**src/rtl/hack_cpu_mc_if.sv**
```systemverilog
// Fetch and data-memory port bundle of the multi-cycle Hack core.
// Master is the core. The slave side supplies instructions and data and returns mem_ack.
interface hack_cpu_mc_if #(
   parameter int WIDTH = 16,
   parameter int AW    = 15
);
   logic [WIDTH-1:0] inst;
   logic             inst_valid;
   logic [WIDTH-1:0] inM;
   logic             mem_ack;
   logic [WIDTH-1:0] outM;
   logic [AW-1:0]    addressM;
   logic             writeM;
   logic             readM;
   logic [AW-1:0]    pc;
   logic             retire;

   modport master (
      input  inst, inst_valid, inM, mem_ack,
      output outM, addressM, writeM, readM, pc, retire
   );

   modport slave (
      output inst, inst_valid, inM, mem_ack,
      input  outM, addressM, writeM, readM, pc, retire
   );
endinterface

```
**src/rtl/hack_cpu_mc.sv**
```systemverilog
// Multi-cycle Hack CPU: FETCH -> [MREAD] -> EXEC -> [MWRITE]; 2 to 4 cycles per instruction.
// Backpressure: stalls in FETCH until inst_valid, and holds readM/writeM until mem_ack.
module hack_cpu_mc #(
   parameter int WIDTH    = 16,
   parameter int AW       = 15,
   parameter int RESET_PC = 0
) (
   input  logic          clk,
   input  logic          reset_n,
   hack_cpu_mc_if.master bus
);
   typedef enum logic [1:0] {
      FETCH  = 2'd0,
      MREAD  = 2'd1,
      EXEC   = 2'd2,
      MWRITE = 2'd3
   } state_t;

   state_t state;
   state_t state_nxt;

   logic [WIDTH-1:0] a_reg;
   logic [WIDTH-1:0] d_reg;
   logic [WIDTH-1:0] ir;
   logic [WIDTH-1:0] mdr;
   logic [WIDTH-1:0] out_reg;
   logic [AW-1:0]    pc_reg;
   logic [AW-1:0]    addr_reg;

   logic op, a_bit, zx, nx, zy, ny, f, no;
   logic d1, d2, d3, j1, j2, j3;
   logic unused_ir;

   assign op    = ir[WIDTH-1];
   assign a_bit = ir[12];
   assign zx    = ir[11];
   assign nx    = ir[10];
   assign zy    = ir[9];
   assign ny    = ir[8];
   assign f     = ir[7];
   assign no    = ir[6];
   assign d1    = ir[5];
   assign d2    = ir[4];
   assign d3    = ir[3];
   assign j1    = ir[2];
   assign j2    = ir[1];
   assign j3    = ir[0];
   // Opcode filler bits between op and the a bit carry no meaning.
   assign unused_ir = ^ir[WIDTH-2:13];

   logic [WIDTH-1:0] x_z, x_n, y_sel, y_z, y_n, alu_raw, alu;
   logic             ng, zr, jmp;
   logic             c_write, fetch_read;
   logic             read_req, write_req, done;

   always_comb begin
      x_z     = zx ? '0 : d_reg;
      x_n     = nx ? ~x_z : x_z;
      y_sel   = a_bit ? mdr : a_reg;
      y_z     = zy ? '0 : y_sel;
      y_n     = ny ? ~y_z : y_z;
      alu_raw = f ? (x_n + y_n) : (x_n & y_n);
      alu     = no ? ~alu_raw : alu_raw;
   end

   assign ng         = alu[WIDTH-1];
   assign zr         = (alu == '0);
   assign jmp        = op & ((j1 & ng) | (j2 & zr) | (j3 & ~ng & ~zr));
   assign c_write    = op & d3;
   // The M-read decision is taken from the incoming word so MREAD follows FETCH directly.
   assign fetch_read = bus.inst[WIDTH-1] & bus.inst[12];

   always_ff @(posedge clk or negedge reset_n) begin
      if (!reset_n) begin
         state <= FETCH;
      end else begin
         state <= state_nxt;
      end
   end

   always_comb begin
      state_nxt = state;
      read_req  = 1'b0;
      write_req = 1'b0;
      done      = 1'b0;
      case (state)
         FETCH: begin
            if (bus.inst_valid) begin
               state_nxt = fetch_read ? MREAD : EXEC;
            end
         end
         MREAD: begin
            read_req = 1'b1;
            if (bus.mem_ack) begin
               state_nxt = EXEC;
            end
         end
         EXEC: begin
            if (c_write) begin
               state_nxt = MWRITE;
            end else begin
               done      = 1'b1;
               state_nxt = FETCH;
            end
         end
         MWRITE: begin
            write_req = 1'b1;
            if (bus.mem_ack) begin
               done      = 1'b1;
               state_nxt = FETCH;
            end
         end
         default: state_nxt = FETCH;
      endcase
   end

   always_ff @(posedge clk or negedge reset_n) begin
      if (!reset_n) begin
         a_reg    <= '0;
         d_reg    <= '0;
         ir       <= '0;
         mdr      <= '0;
         out_reg  <= '0;
         addr_reg <= '0;
         pc_reg   <= AW'(RESET_PC);
      end else begin
         case (state)
            FETCH: begin
               if (bus.inst_valid) begin
                  ir <= bus.inst;
               end
            end
            MREAD: begin
               if (bus.mem_ack) begin
                  mdr <= bus.inM;
               end
            end
            EXEC: begin
               // Jump target and write address both see A from before this instruction.
               if (!op) begin
                  a_reg <= ir;
               end else begin
                  if (d2) d_reg <= alu;
                  if (d1) a_reg <= alu;
                  if (d3) begin
                     out_reg  <= alu;
                     addr_reg <= a_reg[AW-1:0];
                  end
               end
               pc_reg <= jmp ? a_reg[AW-1:0] : pc_reg + AW'(1);
            end
            default: ;
         endcase
      end
   end

   assign bus.readM    = read_req;
   assign bus.writeM   = write_req;
   assign bus.retire   = done;
   assign bus.outM     = out_reg;
   assign bus.pc       = pc_reg;
   assign bus.addressM = (state == MWRITE) ? addr_reg : a_reg[AW-1:0];
endmodule

```
**src/flat_wrapper.sv**
```systemverilog
// flat-port wrapper written by rule: the top's interface ports become plain ports
module hack_cpu_mc_flat 
#(
   parameter int WIDTH    = 16,
   parameter int AW       = 15,
   parameter int RESET_PC = 0
)
  (clk, reset_n, bus_inst, bus_inst_valid, bus_inM, bus_mem_ack, bus_outM, bus_addressM, bus_writeM, bus_readM, bus_pc, bus_retire);
  hack_cpu_mc_if #(.WIDTH(WIDTH), .AW(AW)) bus_i ();
  input  logic clk;
  input  logic reset_n;
  input wire logic [$bits(bus_i.inst)-1:0] bus_inst;
  input wire logic [$bits(bus_i.inst_valid)-1:0] bus_inst_valid;
  input wire logic [$bits(bus_i.inM)-1:0] bus_inM;
  input wire logic [$bits(bus_i.mem_ack)-1:0] bus_mem_ack;
  output wire logic [$bits(bus_i.outM)-1:0] bus_outM;
  output wire logic [$bits(bus_i.addressM)-1:0] bus_addressM;
  output wire logic [$bits(bus_i.writeM)-1:0] bus_writeM;
  output wire logic [$bits(bus_i.readM)-1:0] bus_readM;
  output wire logic [$bits(bus_i.pc)-1:0] bus_pc;
  output wire logic [$bits(bus_i.retire)-1:0] bus_retire;
  assign bus_i.inst = bus_inst;
  assign bus_i.inst_valid = bus_inst_valid;
  assign bus_i.inM = bus_inM;
  assign bus_i.mem_ack = bus_mem_ack;
  assign bus_outM = bus_i.outM;
  assign bus_addressM = bus_i.addressM;
  assign bus_writeM = bus_i.writeM;
  assign bus_readM = bus_i.readM;
  assign bus_pc = bus_i.pc;
  assign bus_retire = bus_i.retire;
  hack_cpu_mc #(.WIDTH(WIDTH), .AW(AW), .RESET_PC(RESET_PC)) u_core (.clk(clk), .reset_n(reset_n), .bus(bus_i));
endmodule
```
**config.mk**
```make
export PLATFORM = sky130hd
export DESIGN_NAME = hack_cpu_mc_flat
export DESIGN_NICKNAME = d
export VERILOG_FILES = /design/src/rtl/hack_cpu_mc_if.sv /design/src/rtl/hack_cpu_mc.sv /design/src/flat_wrapper.sv
export SDC_FILE = /design/constraint.sdc
export NUM_CORES = 1
export LEC_CHECK = 0
export CORE_MARGIN = 10
export CORE_UTILIZATION = 60
export DETAILED_ROUTE_END_ITERATION = 10
export GPL_TIMING_DRIVEN = 0
export HOLD_SLACK_MARGIN = 0.06
export PLACE_DENSITY_LB_ADDON = 0.12
export SYNTH_ARGS = -nofsm -noshare
export SYNTH_HDL_FRONTEND = slang
export SYNTH_SLANG_ARGS = --single-unit
```
**constraint.sdc**
```tcl
create_clock -name clk -period 8.45 [get_ports clk]
set_input_delay 1.69 -clock clk [delete_from_list [all_inputs] [get_ports clk]]
set_output_delay 1.69 -clock clk [all_outputs]
set_load 0.02 [all_outputs]
```
# Word-level counts from Yosys, hierarchy flattened
# Index checks and enable logic that the tools add are counted.
# word_totals
latchBits	0
mem_bits_ro	0
in_bits	36
memories	0
elab_cells	62
regBits	112
ramBits	0
output_inout_bits	49
# classes
addsub	2
reduce_logical	8
order_cmp	0
eq_ne	7
shifts	0
bitwise_logic	15
div_mod_pow	0
multipliers	0
mux	22
# ops
op	count
two-way mux 16 bit	9
NOT 16 bit	3
two-way mux 15 bit	2
adder 16 bit	1
AND 16 bit	1
zero test 16 bit	1
adder 15 x 1 -> 15 bit, second input constant	1
two-way mux 2 bit	5
AND reduction 3 bit	3
!= test 2 bit, second input constant	4
one-hot mux 2 bit (4 select lines)	1
AND 1 bit	7
AND reduction 2 bit	3
== test 2 bit, second input constant	2
two-way mux 1 bit	4
== test 2 x 1 -> 1 bit, second input constant	1
zero test 2 bit	1
NOT 1 bit	2
bitwise OR 1 bit	2
one-hot mux 1 bit (2 select lines)	1

# Longest topological paths before layout
# logic_depth
word_depth	14
mapped_depth	18
ltp_nobuf	15

# Worst setup path after synthesis
# No wires, ideal clock.
# synth_timing
kind	flip-flop to flip-flop
startpoint	register u_core.ir[12]
endpoint	register u_core.pc_reg[3], in the netlist u_core.bus.pc[3]
path_stages_with_launch	19
synth_period_minus_slack_ps	4503
path_slack_ps	3947
arrival_time_ps	4364
path_cell_list	dfrtp_1 -> clkbuf_1 -> buf_1 -> mux2i_1 -> nor2_1 -> xor2_1 -> ha_1 -> clkbuf_1 -> and3b_1 -> a211o_1 -> o21ai_0 -> or4bb_1 -> a2111oi_2 -> and4_1 -> nand4_1 -> o211a_1 -> buf_6 -> o22ai_1 -> o221ai_1
# synth_via
elab_chain_cells	14
# synth_rtl
element	line	rtl
start: declaration	hack_cpu_mc.sv:24	logic [WIDTH-1:0] ir;
start signal: assignment	hack_cpu_mc.sv:130	ir <= bus.inst;
two-way mux 16 bit *	hack_cpu_mc.sv:59	y_sel = a_bit ? mdr : a_reg;
two-way mux 16 bit *	hack_cpu_mc.sv:60	y_z = zy ? '0 : y_sel;
NOT 16 bit	hack_cpu_mc.sv:61	y_n = ny ? ~y_z : y_z;
two-way mux 16 bit *	hack_cpu_mc.sv:61	
adder 16 bit / AND 16 bit (equally long branches)	hack_cpu_mc.sv:62	alu_raw = f ? (x_n + y_n) : (x_n & y_n);
two-way mux 16 bit *	hack_cpu_mc.sv:62	
NOT 16 bit	hack_cpu_mc.sv:63	alu = no ? ~alu_raw : alu_raw;
two-way mux 16 bit *	hack_cpu_mc.sv:63	
zero test 16 bit / NOT 1 bit (equally long branches)	hack_cpu_mc.sv:67, hack_cpu_mc.sv:68	
AND 1 bit / NOT 1 bit (equally long branches)	hack_cpu_mc.sv:68	assign jmp = op & ((j1 & ng) | (j2 & zr) | (j3 & ~ng & ~zr));
bitwise OR 1 bit / AND 1 bit (equally long branches)	hack_cpu_mc.sv:68	
bitwise OR 1 bit *	hack_cpu_mc.sv:68	
AND 1 bit *	hack_cpu_mc.sv:68	
two-way mux 15 bit *	hack_cpu_mc.sv:150	pc_reg <= jmp ? a_reg[AW-1:0] : pc_reg + AW'(1);
end signal: assignment	hack_cpu_mc.sv:125	pc_reg <= AW'(RESET_PC);
end signal: assignment	hack_cpu_mc.sv:150	
end: declaration	hack_cpu_mc.sv:27	logic [AW-1:0] pc_reg;
# Mark *: on every way between the ends. The rest lies on a longest branch, timed or not.
# A chain may end at the register's enable or synchronous reset.

# Worst setup path in the final report
# layout_timing
startpoint	register u_core.ir[12]
endpoint	register u_core.pc_reg[11], in the netlist u_core.bus.pc[11]
# Same word-level chain as after synthesis.

==> results.json <==
{
  "clockBufferDepth": 2,
  "vias_per_cell": 6.56,
  "post_cts_buffers": 0,
  "r2r_slack_ns": 2.52,
  "max_stage_delay_ns": 0.70,
  "drive_gt1_share_pct": 10.7,
  "die_area_sq_um": 16500,
  "die_y_um": 129,
  "clock_latency_ns": 0.36,
  "drt_iter0_drc": 831,
  "tightest_slew_ns": 0.937,
  "critical_path_class": "reg -> reg",
  "die_x_um": 129,
  "synth_warnings": 0,
  "placed_area_sq_um": 8120,
  "drv_slew": 0,
  "cp-start-kind": "register",
  "setup_tns_ns": 0,
  "initial_core_util_pct": 61.7,
  "grt_max_degree": 69,
  "gp_congestion": 0.967,
  "critPathSlowestCell": "nor4b_1",
  "fin_worst_skew_ns": 0.0146,
  "fill_cells": 854,
  "io_buffers": 84,
  "vias": 6670,
  "critical_path_arrival_ns": 6.17,
  "cts_hold_buf": 0,
  "maxCapViolations": 0,
  "diodes": 0,
  "grt_pass1_wl_mm": 34.4,
  "htreeDepth": 3,
  "dp_hpwl_mm": 16.4,
  "ys.flop_type": "dfrtp_1",
  "overflow": 0,
  "hold_viol": 0,
  "multi_input_area_sq_um": 4010,
  "firstDrtPassIters": 6,
  "cts_tree": "yes",
  "outcome": "complete, no violations",
  "rsz0062_at_grt": "false",
  "synth_cells": 772,
  "cts.sinks": 112,
  "cp_max_fo": 10,
  "hold_path_class": "reg -> reg",
  "crit_required_ns": 8.69,
  "drc": 0,
  "cts_resized": 0,
  "fin_nets": 922,
  "finalInstanceArea_sq_um": 8460,
  "cts_root_buffer": "clkbuf_16",
  "cts_buffers": 9,
  "maxSlewHeadroom_pct": 37.1,
  "final_common_cell": "dfrtp_1",
  "syn_area_sq_um": 7080,
  "row_count": 39,
  "final_cell_mix": "dfrtp_1, nand2_1, clkdlybuf4s50_1",
  "synth_cell_type_count": 64,
  "grt_util_all_layers_pct": 26.0,
  "synthesis.nets": 826,
  "post-route-period-util_pct": 70.2,
  "syn_to_final_growth_pct": 19.5,
  "drt-total-wl_mm": 22.1,
  "antenna_found_initial": 0,
  "syn_area_per_cell_sq_um": 9.17,
  "synth_edf_count": 0,
  "synth_seq_cells": 112,
  "fmax_ghz": 0.169,
  "synth_seq_area_share_pct": 39.6,
  "postSynth.asyncResetShare_pct": 100,
  "antenna_left": 0,
  "post_drt_wl_per_cell_um": 21.8,
  "cp_cell_sequence": "clkbuf_1 -> buf_1 -> mux2i_1 -> nor2_1 -> xor2_1 -> ha_1 -> clkbuf_1 -> nand3_1 -> o211a_1 -> a21oi_1 -> o311ai_0 -> xnor2_1 -> nor4b_1 -> nand4_1 -> o211ai_2 -> nand3_1 -> a221oi_1",
  "period_needed_ns": 5.93,
  "boundaryPins": 85,
  "end_kind": "register",
  "register_area_sq_um": 2800,
  "setup_viol": 0,
  "coreArea_sq_um": 11500,
  "cts.clk_slew.worst_paths_ns": 0.08,
  "grt_pass1_vias": 6391
}
## critical path: cells and delay by family (launching register included)
| kind | cells | cell delay [ns] |
|---|---|---|
| AO/OA/AOI/OAI | 5 | 1.38 |
| XOR/XNOR | 2 | 0.75 |
| adder cells (fa/ha/maj) | 1 | 0.32 |
| buffers and inverters | 3 | 1.40 |
| flip-flops | 1 | 0.33 |
| multiplexers | 1 | 0.27 |
| AND/OR/NAND/NOR | 5 | 1.36 |
## per-stage QoR
| stage | std cells | worst slack, ns | util, % | hold WS (ns) |
|---|---|---|---|---|
| 2_1_floorplan | 772 | 3.95 | - | 0.449 |
| 3_3_place_gp | 999 | 1.58 | 70.6 | 0.463 |
| 3_5_place_dp | 1000 | 2.84 | 70.8 | 0.473 |
| 4_1_cts | 1016 | 2.82 | 73.7 | 0.490 |
| 5_1_grt | 1016 | 2.33 | 73.7 | 0.514 |
| 6_report | 1016 | 2.52 | 73.7 | 0.482 |
## path summary, 6_finish.rpt
path | start | end | cells past startpoint
worst max register to register | u_core.ir[12] | u_core.bus.pc[11] | 17
max in group asynchronous | reset_n | u_core.mdr[13] | 2
worst min register to register | u_core.bus.outM[2] | u_core.bus.outM[2] | 2
min in group asynchronous | reset_n | u_core.bus.outM[12] | 1
worst min-delay path | u_core.bus.outM[2] | u_core.bus.outM[2] | 2
worst max-delay path | u_core.ir[12] | u_core.bus.pc[11] | 17
## cells by family (layout without fill, tap and decap cells)
kind of cell | count (synthesis) | in the layout | synth area share [%]
flops | 112 | 112 | 39.6
buf+inv | 66 | 167 | 3.78
mux | 81 | 81 | 12.5
compound gates | 167 | 167 | 15.2
fa+ha+maj | 18 | 18 | 3.29
simple gates | 286 | 286 | 20.5
xor+xnor | 42 | 42 | 5.20
## area by class of cell
type / count / share of cell area, %
multi-input combinational: 594 / 47.4
inverter: 13 / 0.577
clock inverter: 6 / 1.15
tap: 143 / 2.12
clock buffer: 10 / 2.83
sequential: 112 / 33.1
timing repair buffer: 85 / 10.2
buffer: 53 / 2.59
## layer usage
metal / share of wire (%) / track usage, %
met5: 0 / 0
met4: 1.8 / 6.75
met3: 11 / 6.04
met2: 47 / 41.1
met1: 41 / 35.2
## synth_stat cells (8+ instances only)
| cell type | instances | area (sq um) |
|---|---|---|
| a21o_1 | 8 | 60.1 |
| a21oi_1 | 26 | 130 |
| and2_1 | 11 | 68.8 |
| and3_1 | 14 | 87.6 |
| clkbuf_1 | 40 | 150 |
| dfrtp_1 | 112 | 2800 |
| ha_1 | 17 | 213 |
| inv_1 | 13 | 48.8 |
| mux2_2 | 58 | 653 |
| mux2i_1 | 23 | 230 |
| nand2_1 | 88 | 330 |
| nand2b_1 | 20 | 125 |
| nand3_1 | 34 | 170 |
| nand4_1 | 15 | 93.8 |
| nor2_1 | 40 | 150 |
| nor2b_1 | 8 | 50.1 |
| nor3_1 | 20 | 100 |
| o21ai_0 | 66 | 330 |
| o22ai_1 | 10 | 62.6 |
| or3_1 | 9 | 56.3 |
| xnor2_1 | 26 | 228 |
| xor2_1 | 16 | 140 |
Power is not shown: default switching activity piles up to over one toggle a cycle in this logic, so the estimate is an artifact.
